$ cat config.mk
export PLATFORM = sky130hd
export DESIGN_NAME = wb_uart_tx
export DESIGN_NICKNAME = d
export VERILOG_FILES = /design/src/rtl/wb_uart_tx.sv
export SDC_FILE = /design/constraint.sdc
export NUM_CORES = 1
export LEC_CHECK = 0
export CORE_MARGIN = 3
export CORE_UTILIZATION = 54
export CTS_BUF_LIST = sky130_fd_sc_hd__clkbuf_8 sky130_fd_sc_hd__clkbuf_16
export DETAILED_ROUTE_END_ITERATION = 7
export GPL_TIMING_DRIVEN = 0
export MAX_ROUTING_LAYER = met4
export PLACE_DENSITY_LB_ADDON = 0.12
export SLEW_MARGIN = 20
export SYNTH_ARGS = -nofsm -noshare
export SYNTH_HDL_FRONTEND = slang
export SYNTH_SLANG_ARGS = --single-unit
$ cat constraint.sdc
create_clock -name clk -period 3.2 [get_ports clk]
set_clock_uncertainty 0.15 [all_clocks]
set_input_delay 0.32 -clock clk [delete_from_list [all_inputs] [get_ports clk]]
set_output_delay 0.32 -clock clk [all_outputs]
set_load 0.03 [all_outputs]
$ cat src/rtl/wb_uart_tx.sv
// wb_uart_tx: Wishbone-mapped 8N1 UART transmitter with a byte FIFO, a programmable
// baud divisor and a level interrupt that fires once the transmitter has drained.
//
//   state | meaning
//   IDLE  | line high, waiting for the FIFO to hold a byte
//   START | driving the start bit (0)
//   DATA  | driving data bits, LSB first
//   STOP  | driving the stop bit (1)
module wb_uart_tx #(
  parameter int XLEN       = 32,
  parameter int CLK_DIV    = 868,
  parameter int FIFO_DEPTH = 8
) (
  input  logic              clk,
  input  logic              rst_n,
  input  logic              wb_cyc,
  input  logic              wb_stb,
  input  logic              wb_we,
  input  logic [XLEN-1:0]   wb_adr,
  input  logic [XLEN/8-1:0] wb_sel,
  input  logic [XLEN-1:0]   wb_dat_w,
  output logic [XLEN-1:0]   wb_dat_r,
  output logic              wb_ack,
  output logic              tx,
  output logic              irq
);
  localparam int AW = $clog2(FIFO_DEPTH);
  localparam int CW = AW + 1;

  typedef enum logic [1:0] {IDLE, START, DATA, STOP} state_t;

  state_t          state, state_nxt;
  logic [7:0]      fifo_mem [FIFO_DEPTH];
  logic [AW-1:0]   wr_ptr, rd_ptr;
  logic [CW-1:0]   count;
  logic            overflow, irq_en;
  logic [15:0]     div;
  logic [15:0]     bit_cnt, bit_cnt_nxt;
  logic [2:0]      bit_idx, bit_idx_nxt;
  logic [7:0]      shift, shift_nxt;
  logic            tx_nxt, pop;
  logic            req, push_req, push, fifo_full, fifo_empty;
  logic [15:0]     reload;
  logic [3:0]      cnt_field;
  logic [XLEN-1:0] rd_mux;
  logic            unused_bits;

  assign unused_bits = ^{wb_adr[XLEN-1:4], wb_adr[1:0], wb_dat_w[XLEN-1:16], wb_sel[XLEN/8-1:2]};

  assign req        = wb_cyc & wb_stb & ~wb_ack;
  assign fifo_full  = (count == CW'(FIFO_DEPTH));
  assign fifo_empty = (count == '0);
  assign push_req   = req & wb_we & (wb_adr[3:2] == 2'd0) & wb_sel[0];
  // A full FIFO still accepts a push when the serialiser pops on the same edge.
  assign push       = push_req & (~fifo_full | pop);
  // Divisor 0 behaves as 1, i.e. the counter reloads with 0.
  assign reload     = (div == 16'd0) ? 16'd0 : div - 16'd1;

  always_comb begin
    cnt_field = 4'hf;
    if (32'(count) < 32'd16) cnt_field = 4'(count);
  end

  always_comb begin
    rd_mux = '0;
    case (wb_adr[3:2])
      2'd1:    rd_mux[7:0]  = {cnt_field, overflow, state != IDLE, fifo_empty, fifo_full};
      2'd2:    rd_mux[15:0] = div;
      2'd3:    rd_mux[0]    = irq_en;
      default: ;
    endcase
  end

  always_ff @(posedge clk or negedge rst_n) begin
    if (!rst_n) begin
      wb_ack   <= 1'b0;
      wb_dat_r <= '0;
      overflow <= 1'b0;
      div      <= 16'(CLK_DIV);
      irq_en   <= 1'b0;
      irq      <= 1'b0;
    end else begin
      wb_ack <= req;
      irq    <= irq_en & fifo_empty & (state == IDLE);
      if (req) wb_dat_r <= wb_we ? '0 : rd_mux;
      if (push_req && fifo_full && !pop) overflow <= 1'b1;
      if (req && wb_we) begin
        case (wb_adr[3:2])
          2'd1: if (wb_sel[0] && wb_dat_w[3]) overflow <= 1'b0;
          2'd2: begin
            if (wb_sel[0]) div[7:0]  <= wb_dat_w[7:0];
            if (wb_sel[1]) div[15:8] <= wb_dat_w[15:8];
          end
          2'd3: if (wb_sel[0]) irq_en <= wb_dat_w[0];
          default: ;
        endcase
      end
    end
  end

  always_ff @(posedge clk) begin
    if (push) fifo_mem[wr_ptr] <= wb_dat_w[7:0];
  end

  always_ff @(posedge clk or negedge rst_n) begin
    if (!rst_n) begin
      wr_ptr <= '0;
      rd_ptr <= '0;
      count  <= '0;
    end else begin
      if (push) wr_ptr <= wr_ptr + 1'b1;
      if (pop)  rd_ptr <= rd_ptr + 1'b1;
      case ({push, pop})
        2'b10:   count <= count + 1'b1;
        2'b01:   count <= count - 1'b1;
        default: ;
      endcase
    end
  end

  always_comb begin
    state_nxt   = state;
    bit_cnt_nxt = bit_cnt;
    bit_idx_nxt = bit_idx;
    shift_nxt   = shift;
    tx_nxt      = tx;
    pop         = 1'b0;
    case (state)
      IDLE: begin
        tx_nxt = 1'b1;
        if (!fifo_empty) begin
          pop         = 1'b1;
          shift_nxt   = fifo_mem[rd_ptr];
          bit_cnt_nxt = reload;
          tx_nxt      = 1'b0;
          state_nxt   = START;
        end
      end
      START: begin
        if (bit_cnt == 16'd0) begin
          tx_nxt      = shift[0];
          shift_nxt   = {1'b0, shift[7:1]};
          bit_idx_nxt = 3'd0;
          bit_cnt_nxt = reload;
          state_nxt   = DATA;
        end else begin
          bit_cnt_nxt = bit_cnt - 16'd1;
        end
      end
      DATA: begin
        if (bit_cnt == 16'd0) begin
          bit_cnt_nxt = reload;
          if (bit_idx == 3'd7) begin
            tx_nxt    = 1'b1;
            state_nxt = STOP;
          end else begin
            tx_nxt      = shift[0];
            shift_nxt   = {1'b0, shift[7:1]};
            bit_idx_nxt = bit_idx + 3'd1;
          end
        end else begin
          bit_cnt_nxt = bit_cnt - 16'd1;
        end
      end
      STOP: begin
        if (bit_cnt == 16'd0) state_nxt = IDLE;
        else                  bit_cnt_nxt = bit_cnt - 16'd1;
      end
      default: state_nxt = IDLE;
    endcase
  end

  always_ff @(posedge clk or negedge rst_n) begin
    if (!rst_n) begin
      state   <= IDLE;
      bit_cnt <= 16'd0;
      bit_idx <= 3'd0;
      shift   <= 8'd0;
      tx      <= 1'b1;
    end else begin
      state   <= state_nxt;
      bit_cnt <= bit_cnt_nxt;
      bit_idx <= bit_idx_nxt;
      shift   <= shift_nxt;
      tx      <= tx_nxt;
    end
  end

endmodule
# Word level (Yosys, flattened, before mapping)

Memory sizes are Yosys's and may differ from the RTL's.
Cells that the tools add are included.

Register bits after elaboration: 92
RAM bits: 64
Bits of input ports: 73
Output and inout bits: 35
Word-level logic and storage cells: 112
Memories: 1

$add $sub $neg: 7
Equality and inequality tests: 17
Muxes and demuxes: 38
Bitwise logic cells: 11
Reduce and logical (&&, ||, !) cells: 23

Memories:

| memory   | words | width | rd ports | clocked after Yosys merged registers in | wr ports | RTL line | RTL |
|---|---|---|---|---|---|---|---|
| fifo_mem | 8     | 8     | 1        | 0                                       | 1        | 33       | `logic [7:0] fifo_mem [FIFO_DEPTH];` |

Operators by type and width:

| kind                    | count |
|---|---|
| $mux W16                | 5 |
| $pmux W16 S3            | 1 |
| $mux W8                 | 5 |
| $logic_not A16 Y1       | 2 |
| $sub A16 B1 Y16 const B | 2 |
| $pmux W8 S3             | 1 |
| $ne A2 B2 Y1 const B    | 7 |
| $pmux W7 S2             | 1 |
| $mux W1                 | 12 |
| $reduce_and A3 Y1       | 4 |
| $eq A2 B2 Y1 const B    | 5 |
| $mux W2                 | 5 |
| $reduce_and A5 Y1       | 2 |
| $add A3 B1 Y3 const B   | 3 |
| $mux W3                 | 3 |
| $and A1 B1 Y1           | 8 |
| $pmux W2 S4             | 1 |
| $pmux W4 S2             | 1 |
| $eq A2 B1 Y1 const B    | 3 |
| $pmux W1 S3             | 2 |
| $pmux W3 S2             | 1 |
| $reduce_bool A2 Y1      | 3 |
| $add A4 B1 Y4 const B   | 1 |
| $eq A4 B4 Y1 const B    | 1 |
| 12 further kinds        | 17 |

# Logic depth before layout (Yosys ltp)

Gate-level depths: netlist of the first run.

Depth in word-level cells: 11
Gate-level depth with buffers: 11
Gate-level depth less buffers: 9

# Least setup slack after synthesis of the first run

Ideal clock, no wire load.

Path kind: register -> register
Start: reg wb_ack
End: mem fifo_mem[0][0] (enable)
Library setup time: 383 ps
Arrival time: 2229 ps
Data required time: 2667 ps
Path slack: 438 ps
Stages on the path, launching flop included: 6
Buffers on the path: 0
Clock period less this slack: 2762 ps
Cell sequence: dfrtp_1 nand3b_1 nor2_1 nand3b_1 or2_2 nor3_1

Cells in the longest elaborated chain, start to end: 8

Ends and longest elaborated chain:

| item                          | RTL line | RTL |
|---|---|---|
| from (decl)                   | 23       | `output logic wb_ack,` |
| from (signal assigned)        | 83       | `wb_ack <= req;` |
| $not A1 Y1                    | 50       | `assign req = wb_cyc & wb_stb & ~wb_ack;` |
| $and A1 B1 Y1                 | 50       |  |
| $and A1 B1 Y1 (3 in series)   | 53       | `assign push_req = req & wb_we & (wb_adr[3:2] == 2'd0) & wb_sel[0];` |
| $and A1 B1 Y1                 | 55       | `assign push = push_req & (~fifo_full \| pop);` |
| $mux W1                       | 102      | `if (push) fifo_mem[wr_ptr] <= wb_dat_w[7:0];` |
| $mux W1 (not written as such) | 102      |  |
| to (decl)                     | 33       |  |

Every way passes these cells.

# Worst setup path in the final report of the first run

Start: reg state[1]
End: mem fifo_mem[1][2] (enable)

Cells in the longest elaborated chain, start to end: 6

Ends and longest elaborated chain:

| item                          | RTL line | RTL |
|---|---|---|
| from (decl)                   | 32       | `state_t state, state_nxt;` |
| from (signal assigned)        | 181      | `state <= state_nxt;` |
| $logic_not A2 Y1              | 128      | `case (state)` |
| $mux W1                       | 128      |  |
| $or A1 B1 Y1                  | 55       |  |
| $and A1 B1 Y1                 | 55       |  |
| $mux W1                       | 102      |  |
| $mux W1 (not written as such) | 102      |  |

Every way passes these cells.

==> results list, run 1 <==
- The detail route stage leaves a number of antenna-violating nets equal to 0.
- The worst register-to-register path begins at state[1]$_DFFE_PN0P_.
- The total area inside the core boundary comes to about 0.012 mm^2.
* Total Negative Setup Slacks: 0 ps
- The final route contains approximately 4500 vias.
- List of most frequent post-synthesis cells: sky130_fd_sc_hd__dfrtp_1, sky130_fd_sc_hd__nand2_1, sky130_fd_sc_hd__edfxtp_1, sky130_fd_sc_hd__nor2_1, sky130_fd_sc_hd__o21ai_0
- Setup crit start kind: flop
- The number of slew-limit violations in the final report was 0.
* Global-route wire length before repair: 23500 um
- TritonCTS built the clock tree.
* Data required, critical path: approximately 3100 ps
- In this run the power density over the cells is 861 mW/mm^2.
* Finished Layout Cells: 793
* Worst Path Class, Setup: reg2reg
- Setup violations remaining at the end of the flow were counted as 0.
- Mean post-synth cell area: 11.9 um^2
- Post-synthesis xor/xnor area fraction: 0.0237
- The floorplan has 39 rows.
* Slew @ Worst Pin: 882 ps
* Clk slew on worst S/H paths: approximately 60 ps
- Worst vdd ir: between 0.0006 and 0.0007 V
- Of the post-synthesis cell area, the dominant cell type holds 0.289.
* Top FF cell, synth: sky130_fd_sc_hd__dfrtp_1
- Measured against the total synthesized area, the mux share comes to 0.103.
- Yosys printed 0 warnings.
- Endpoint class of the critical path: flop
* Starting density of the core: 0.568
- Drt first-iter violations: between 400 and 500
- Of all cell types, the one taking the most synthesized area is sky130_fd_sc_hd__edfxtp_1.
- In the synthesized netlist, the number of instances is approximately 560.
* Number of inserted filler cells in the final layout: 886
- Number of post-CTS setup repair buffers: 0
- The later pin in the worst-skew pair is clocked with a latency of about 420 ps.
- Post-synth EDFFs: 64
- Floorplan die width: 117 um
- Pre-antenna DRT Iters: 7
- Relative to the synthesized area, the layout overhead comes to 18.9%.
- Final Critical Period: ~3200 ps
- For this run, design rule violations remaining after detail routing come to 0.
- The clock net in this run drives a total of 140 sinks.
* Main combinational cell family by area after synthesis: simple AND/OR/NAND/NOR gates
- Number of distinct standard cells referenced by the synthesized netlist: 56
- Top cells by area in the synthesized netlist: sky130_fd_sc_hd__edfxtp_1, sky130_fd_sc_hd__dfrtp_1, sky130_fd_sc_hd__mux4_2
- Area fraction in and, or, nand and nor cells after synthesis: 0.128
- RSZ-0062 raised after global routing: true
* Crit. Startpoint: state[1]$_DFFE_PN0P_
- Port Buf Inserts: 43
- Post-route worst hold slack: between 200 and 300 ps
* Overall routed net length: 14600 um
* Leakage power summed over all cells: between 3 and 4 nW
* Wirelength per Cell: 18.4 um
* Placed cells: 760
* CTS max path bufs: 2
* Final critical-path share of the clock period: 0.991
- Share of cells above drive strength 1: 0.160
- In this run the tightest slew margin relative to its limit is 0.410.
- Number of global-route vias before repair: 4453
- The cell sitting at the root of the clock tree is a sky130_fd_sc_hd__clkbuf_16.
* Adder-cell area share of the yosys netlist: 0.0369
* Total congestion overflow after global routing: 0
- Maximum Capacitance Violations: 0
- For this run, the register share of the synthesized area comes to 0.576.
* Max frequency: 315 MHz
- Synthesized area: 0.00665 mm^2
- Synthesis inferred 140 register bits.
- After synthesis, the share of flip-flops with an asynchronous set or reset is 0.543.
- The complex-gate fraction of the synthesized area was 0.0909.
- Across every metal layer, demand over resource in global routing totals 0.234.
- The initial antenna violation count came to 0.
* Post-layout net count: roughly 730
- Maximum number of pins on one net before global-route repair: just over 40
- Inserted Clock Buffers: 17
- Number of failing hold endpoints at the final stage: 0
- The die covers roughly 0.014 mm^2.
- Critical path arrival: ~3100 ps
- The die is between 100 and 150 um tall.
- The number of antenna diodes in the final layout is 0.
* Total half-perimeter wirelength after legalization and detailed placement: between 10000 and 15000 um
- Dividing the detail-routed via count by the number of cells gives around 5.7.
* CP max FO: 8
* I/O pin cnt: between 100 and 150
- The run finished with clean final reports.
- At the end of routability-driven placement, the weighted congestion stood at roughly 0.85.
* Max H-tree Level: 4
* Type of the most critical hold path: in2async
## stage by stage
step	util	cell area (um^2)	total power [mW]	worst slack (ps)
2_1_floorplan	-	6710	4.32	438
3_3_place_gp	0.625	7320	4.88	-1020
3_5_place_dp	0.627	7340	4.98	-156
4_1_cts	0.675	7910	6.83	7.02
5_1_grt	0.675	7910	7.25	-111
6_report	0.675	7910	6.81	28.0
## state kept, by name (all words and copies together), names as in the netlist, 4 cells and up
| register | cells |
|---|---|
| bit_cnt | 16 |
| cnt_field | 4 |
| div | 16 |
| fifo_mem | 64 |
| shift | 8 |
| wb_dat_r | 16 |
## repair_timing
| action | in CTS | in global routing |
|---|---|---|
| hold endpoints to repair | 33 | 0 |
| hold buffers | 1 | 0 |
| resized for setup | 1 | 1 |
| pin swaps | 0 | 0 |
| endpoints found under the setup margin | 8 | 24 |
## cell families (layout without fill, tap and decap cells)
family / after synthesis / count (layout)
buffers and inverters: 55 / 132
adder cells (fa/ha/maj): 19 / 19
AND/OR/NAND/NOR: 182 / 182
other: 1 / 16
multiplexers: 46 / 46
XOR/XNOR: 18 / 18
flip-flops: 140 / 140
AO/OA/AOI/OAI: 97 / 97
## final cells by class
cell class,count,area (um^2),share of cell area
repair buffers,45,458,0.0579
clock inverters,15,125,0.0158
multi-input cells,378,2620,0.331
plain buffers,42,225,0.0285
clock buffers,17,425,0.0538
well taps,143,179,0.0226
inverters,13,48.8,0.00617
flip-flops and latches,140,3830,0.484
## critical path, stage by stage (launching register included)
cell,delay (ps)
sky130_fd_sc_hd__dfrtp_1,400
sky130_fd_sc_hd__inv_1,100
sky130_fd_sc_hd__ha_1,370
sky130_fd_sc_hd__inv_1,200
sky130_fd_sc_hd__and3_1,230
sky130_fd_sc_hd__nand3b_1,260
sky130_fd_sc_hd__or2_2,390
sky130_fd_sc_hd__nor2_1,690
## path summary, 6_finish.rpt
path,endpoint,slack (ps),cells past startpoint
max in group asynchronous,div[9]$_DFFE_PN1P_,1990,3
min in group clk,wb_dat_r[4]$_DFFE_PN0N_,330,2
max,fifo_mem[1][2]$_DFFE_PP_,30,7
max reg2reg,fifo_mem[1][2]$_DFFE_PP_,30,7
min reg2reg,wb_dat_r[4]$_DFFE_PN0N_,330,2
min,state[1]$_DFFE_PN0P_,270,2
## report_power, final
group	switching, mW	internal, mW	leakage, nW
sequential	0.284	2.18	1.55
combinational	1.44	1.08	1.34
clock	0.767	1.06	0.272
## cells in the final DEF (no fill, tap or decap), types with 3 or more instances in the layout
cell                              netlist  final
sky130_fd_sc_hd__inv_1                 13     14
sky130_fd_sc_hd__xor2_1                 4      4
sky130_fd_sc_hd__clkbuf_1              18     18
sky130_fd_sc_hd__clkinv_2               0      4
sky130_fd_sc_hd__clkbuf_16              0     17
sky130_fd_sc_hd__nor4_1                 9      9
sky130_fd_sc_hd__conb_1                 1     16
sky130_fd_sc_hd__nand3b_1               3      3
sky130_fd_sc_hd__nor2b_1                4      4
sky130_fd_sc_hd__a21o_1                 4      4
sky130_fd_sc_hd__nor3_2                 1      3
sky130_fd_sc_hd__or3_1                  6      6
sky130_fd_sc_hd__dfstp_2                6      6
sky130_fd_sc_hd__a31oi_1                3      3
sky130_fd_sc_hd__buf_4                 16     17
sky130_fd_sc_hd__o31ai_1                8      8
sky130_fd_sc_hd__clkdlybuf4s50_1        0     42
sky130_fd_sc_hd__nand2_1               70     70
sky130_fd_sc_hd__o21ai_0               34     34
sky130_fd_sc_hd__dfrtp_1               70     70
sky130_fd_sc_hd__edfxtp_1              64     64
sky130_fd_sc_hd__xnor2_1               14     14
sky130_fd_sc_hd__a21oi_1               21     21
sky130_fd_sc_hd__mux2_2                18     18
sky130_fd_sc_hd__nand2b_1               8      8
sky130_fd_sc_hd__nor2_1                49     47
sky130_fd_sc_hd__mux2i_1               12     12
sky130_fd_sc_hd__buf_2                  5      5
sky130_fd_sc_hd__or2_2                  3      3
sky130_fd_sc_hd__ha_1                  18     18
sky130_fd_sc_hd__mux4_2                16     16
sky130_fd_sc_hd__clkinv_4               0      4
sky130_fd_sc_hd__a221o_1                3      3
sky130_fd_sc_hd__o221ai_1               5      5
sky130_fd_sc_hd__a22oi_1                7      7
sky130_fd_sc_hd__nor3_1                14     12
## layer usage
| layer | track usage | part of all wire | vias up |
|---|---|---|---|
| li1 | - | - | 2154 |
| met1 | 0.324 | 0.46 | 2254 |
| met2 | 0.352 | 0.48 | 118 |
| met3 | 0.0530 | 0.046 | 11 |
| met4 | 0.0657 | 0.0077 | 0 |
| met5 | - | 0 | - |
Power figures use the tool's default switching activity.
==> run 2, diff against run 1 <==
Settings changed: GPL_ROUTABILITY_DRIVEN set to 1, GPL_TIMING_DRIVEN 0 to unset.
==> results list, run 2 (synthesized netlist as in run 1, its figures left out) <==
- The total congestion overflow after global routing was 0 (unchanged).
* Endpoint class of the critical path: flop (unchanged)
- Most frequent cells in the layout: sky130_fd_sc_hd__nand2_1, sky130_fd_sc_hd__dfrtp_1, sky130_fd_sc_hd__edfxtp_1 (unchanged)
- Met3 track demand over resource in global routing: 0.0627 (was 0.0530)
- Clk slew on worst S/H paths: 60 ps (about the same)
* Count of buffering cells on the critical path with inverters included: 3 (was 2)
* Inserted Clock Buffers: 17 (unchanged)
- The remaining antenna violation count after routing was 0 (unchanged).
* Most Used Layer, Global Route: met2 (unchanged)
- For hold timing, the worst endpoint is wb_dat_r[7]$_DFFE_PN0N_.
* CTS tree: done (unchanged)
- The leakage component of the power came to 3.14 nW (was 3.17 nW).
* CTS max path bufs: 2 (unchanged)
* Post-cts sizing count: 0 (was 1)
- The detailed-router iteration count before antenna repair was 5 (was 7).
* I/O pin cnt: 108 (unchanged)
- Number of antenna violations at the first check in global routing: 0 (unchanged)
- Post-layout net count: 703 (was 729)
- The total clock sinks came to 140 (unchanged).
* Global-route wire length before repair: 22200 um (was 23500 um)
- The number of remaining DRC errors is 0 (unchanged).
- The startpoint identified for the worst hold timing path is wb_dat_r[7]$_DFFE_PN0N_.
- The maximum ir drop on the vdd rail came to 0.000528 V (was 0.000649 V).
* Clock root buffer: sky130_fd_sc_hd__clkbuf_16 (unchanged)
- The peak per-stage delay on the critical path came to 410 ps (was 690 ps).
* Crit. Startpoint: state[0]$_DFFE_PN0P_ (was state[1]$_DFFE_PN0P_)
- The actual slew at the worst max-slew pin is 978 ps (was 882 ps).
- The final worst hold slack is 331 ps (was 269 ps).
- The worst slew slack as a fraction of its limit came to 0.348 (was 0.410).
* Total Negative Setup Slacks: 0 ps (unchanged)
- Worst-path cell with the longest stage delay: sky130_fd_sc_hd__dfrtp_1 (was sky130_fd_sc_hd__nor2_1)
- Total half-perimeter wirelength after legalization and detailed placement: 9520 um (was 10100 um)
* Top reg by flops: fifo_mem (unchanged)
- The number of max-cap violations was 0 (unchanged).
* Num rows: 39 (unchanged)
- The power per cell area is 882 mW/mm^2 (was 861 mW/mm^2).
* Standard cell core area: 0.0117 mm^2 (unchanged)
- The met2 usage is 0.338 (was 0.352).
- RSZ-0062 raised after global routing: false (was true).
* Type of the most critical hold path: reg2reg (was in2async)
- The die span in y is 117 um (unchanged).
* Number of global-route vias before repair: 4372 (was 4453)
- Cell depth of the worst min-delay path: 2
- The top achievable clock speed came to 359 MHz (was 315 MHz).
- The floorplan die area was 0.0137 mm^2 (unchanged).
- The endpoint arrival time on the critical path came to 2750 ps (was 3070 ps).
* Setup crit start kind: flop (unchanged)
- The capture point of the worst reg-to-reg path is fifo_mem[0][7]$_DFFE_PP_ (was fifo_mem[1][2]$_DFFE_PP_).
- Final Critical Period: 2790 ps (was 3170 ps)
* Run status: completed (unchanged)
- The number of I/O port buffers was 43 (unchanged).
* Data required, critical path: 3170 ps (was 3090 ps)
- Category of cells accounting for the largest share of critical-path delay: simple AND/OR/NAND/NOR gates (unchanged)
- Final critical-path share of the clock period: 0.871 (was 0.991)
- CP max FO: 8 (unchanged)
- The number of slew-limit violations in the final report came to 0 (unchanged).
* Reg2reg path depth: 8 (was 7)
* All-Layer GR Usage: 0.224 (was 0.234)
- Cell-by-cell listing of the critical path: inv_1 > ha_1 > inv_1 > and3_1 > nand3b_1 > or2_2 > nor3_1 > buf_4 (was inv_1 > ha_1 > inv_1 > and3_1 > nand3b_1 > or2_2 > nor2_1)
- Total via count in the routed design: 4444 (was 4537)
- The maximum number of pins on one net before global-route repair came to 77 (was 41).
- The clock insertion delay at the later pin of the skew report is 420 ps (about the same).
- Average vias per placed instance: 5.79 (was 5.72)
- The startpoint-to-endpoint class of the critical path was reg2reg (unchanged).
* Met1 layer usage reported by global route: 0.303 (was 0.324)
- Startpoint of the lowest-slack register-to-register path: state[0]$_DFFE_PN0P_ (was state[1]$_DFFE_PN0P_)
- The violation count after the first detailed-routing iteration is 360 (was 488).
- Area Overhead vs Synth: 17.9% (was 18.9%)
- Dominant cell type by count on the critical path: sky130_fd_sc_hd__inv_1 (unchanged)
- The number of inserted diodes was 0 (unchanged).
- The sum of routed wire length over all layers was 13900 um (was 14600 um).
* Floorplan die width: 117 um (unchanged)
- The reg2reg setup slack came to 410 ps (was 30 ps).
* Starting density of the core: 0.568 (unchanged)
- Share of cells above drive strength 1: 0.154 (was 0.160)
- The flip-flop count of the largest register, all copies and words added came to 64 (unchanged).
- The maximum level of the CTS H-tree came to 4 (unchanged).
- The final-report setup violation count was 0 (unchanged).
- The final RePlAce weighted congestion was 0.850 (was 0.855).
- Number of failing hold endpoints at the final stage: 0 (unchanged)
- The wire length per cell came to 18.1 um (was 18.4 um).
==> run 2: worst min-delay path, cell delays in order (launching register included) <==
cell                      delay (ps)
sky130_fd_sc_hd__dfrtp_1         340
sky130_fd_sc_hd__nand2_1          50
sky130_fd_sc_hd__o31ai_1          60
==> run 2: cell type report <==
cell class,instances,area [um^2]
flip-flops and latches,140,3830
well taps,143,179
clock inverters,13,161
fillers,853,3870
inverters,13,48.8
clock buffers,19,453
multi-input cells,378,2600
repair buffers,61,566
==> run 2: power by group <==
part	total (mW)	internal, mW	switching (mW)
Combinational	2.31	1.06	1.26
Clock	2.02	1.27	0.753
Sequential	2.58	2.18	0.403
Total	6.92	4.51	2.41
==> run 2: what timing repair did <==
action,4_1_cts,5_1_grt
buffers inserted,0,0
hold buffers,1,0
setup endpoints to repair,0,0
endpoints found under the hold margin,70,0
==> run 2: metrics by stage <==
stage          power [mW]  std cells   util  area [um^2]  worst slack [ps]
6_report             6.92        767  0.670         7840               413
5_1_grt              7.35        767  0.670         7840               218
4_1_cts              6.94        767  0.670         7840               444
3_5_place_dp         4.90        734  0.616         7220               354
3_3_place_gp         4.82        734  0.616         7220               449
2_1_floorplan        4.32        573      -         6710               438
==> run 2: per-layer routing <==
metal | routed length, um | vias to the layer above
li1 | - | 2113
met1 | 6430 | 2206
met2 | 6650 | 111
met3 | 626 | 14
met4 | 152 | 0
met5 | 0 | -
==> run 2: worst max-delay path by stage <==
| stage | to | slack, ps | cells past startpoint |
|---|---|---|---|
| 3_3_place_gp | cnt_field[3]$_DFFE_PN0P_ | 450 | 9 |
| 2_1_floorplan | fifo_mem[0][0]$_DFFE_PP_ | 440 | 5 |
| 6_report | fifo_mem[0][7]$_DFFE_PP_ | 410 | 8 |
| 5_1_grt | fifo_mem[0][1]$_DFFE_PP_ | 220 | 8 |
| 4_1_cts | fifo_mem[0][2]$_DFFE_PP_ | 440 | 8 |
| 3_5_place_dp | cnt_field[3]$_DFFE_PN0P_ | 350 | 9 |
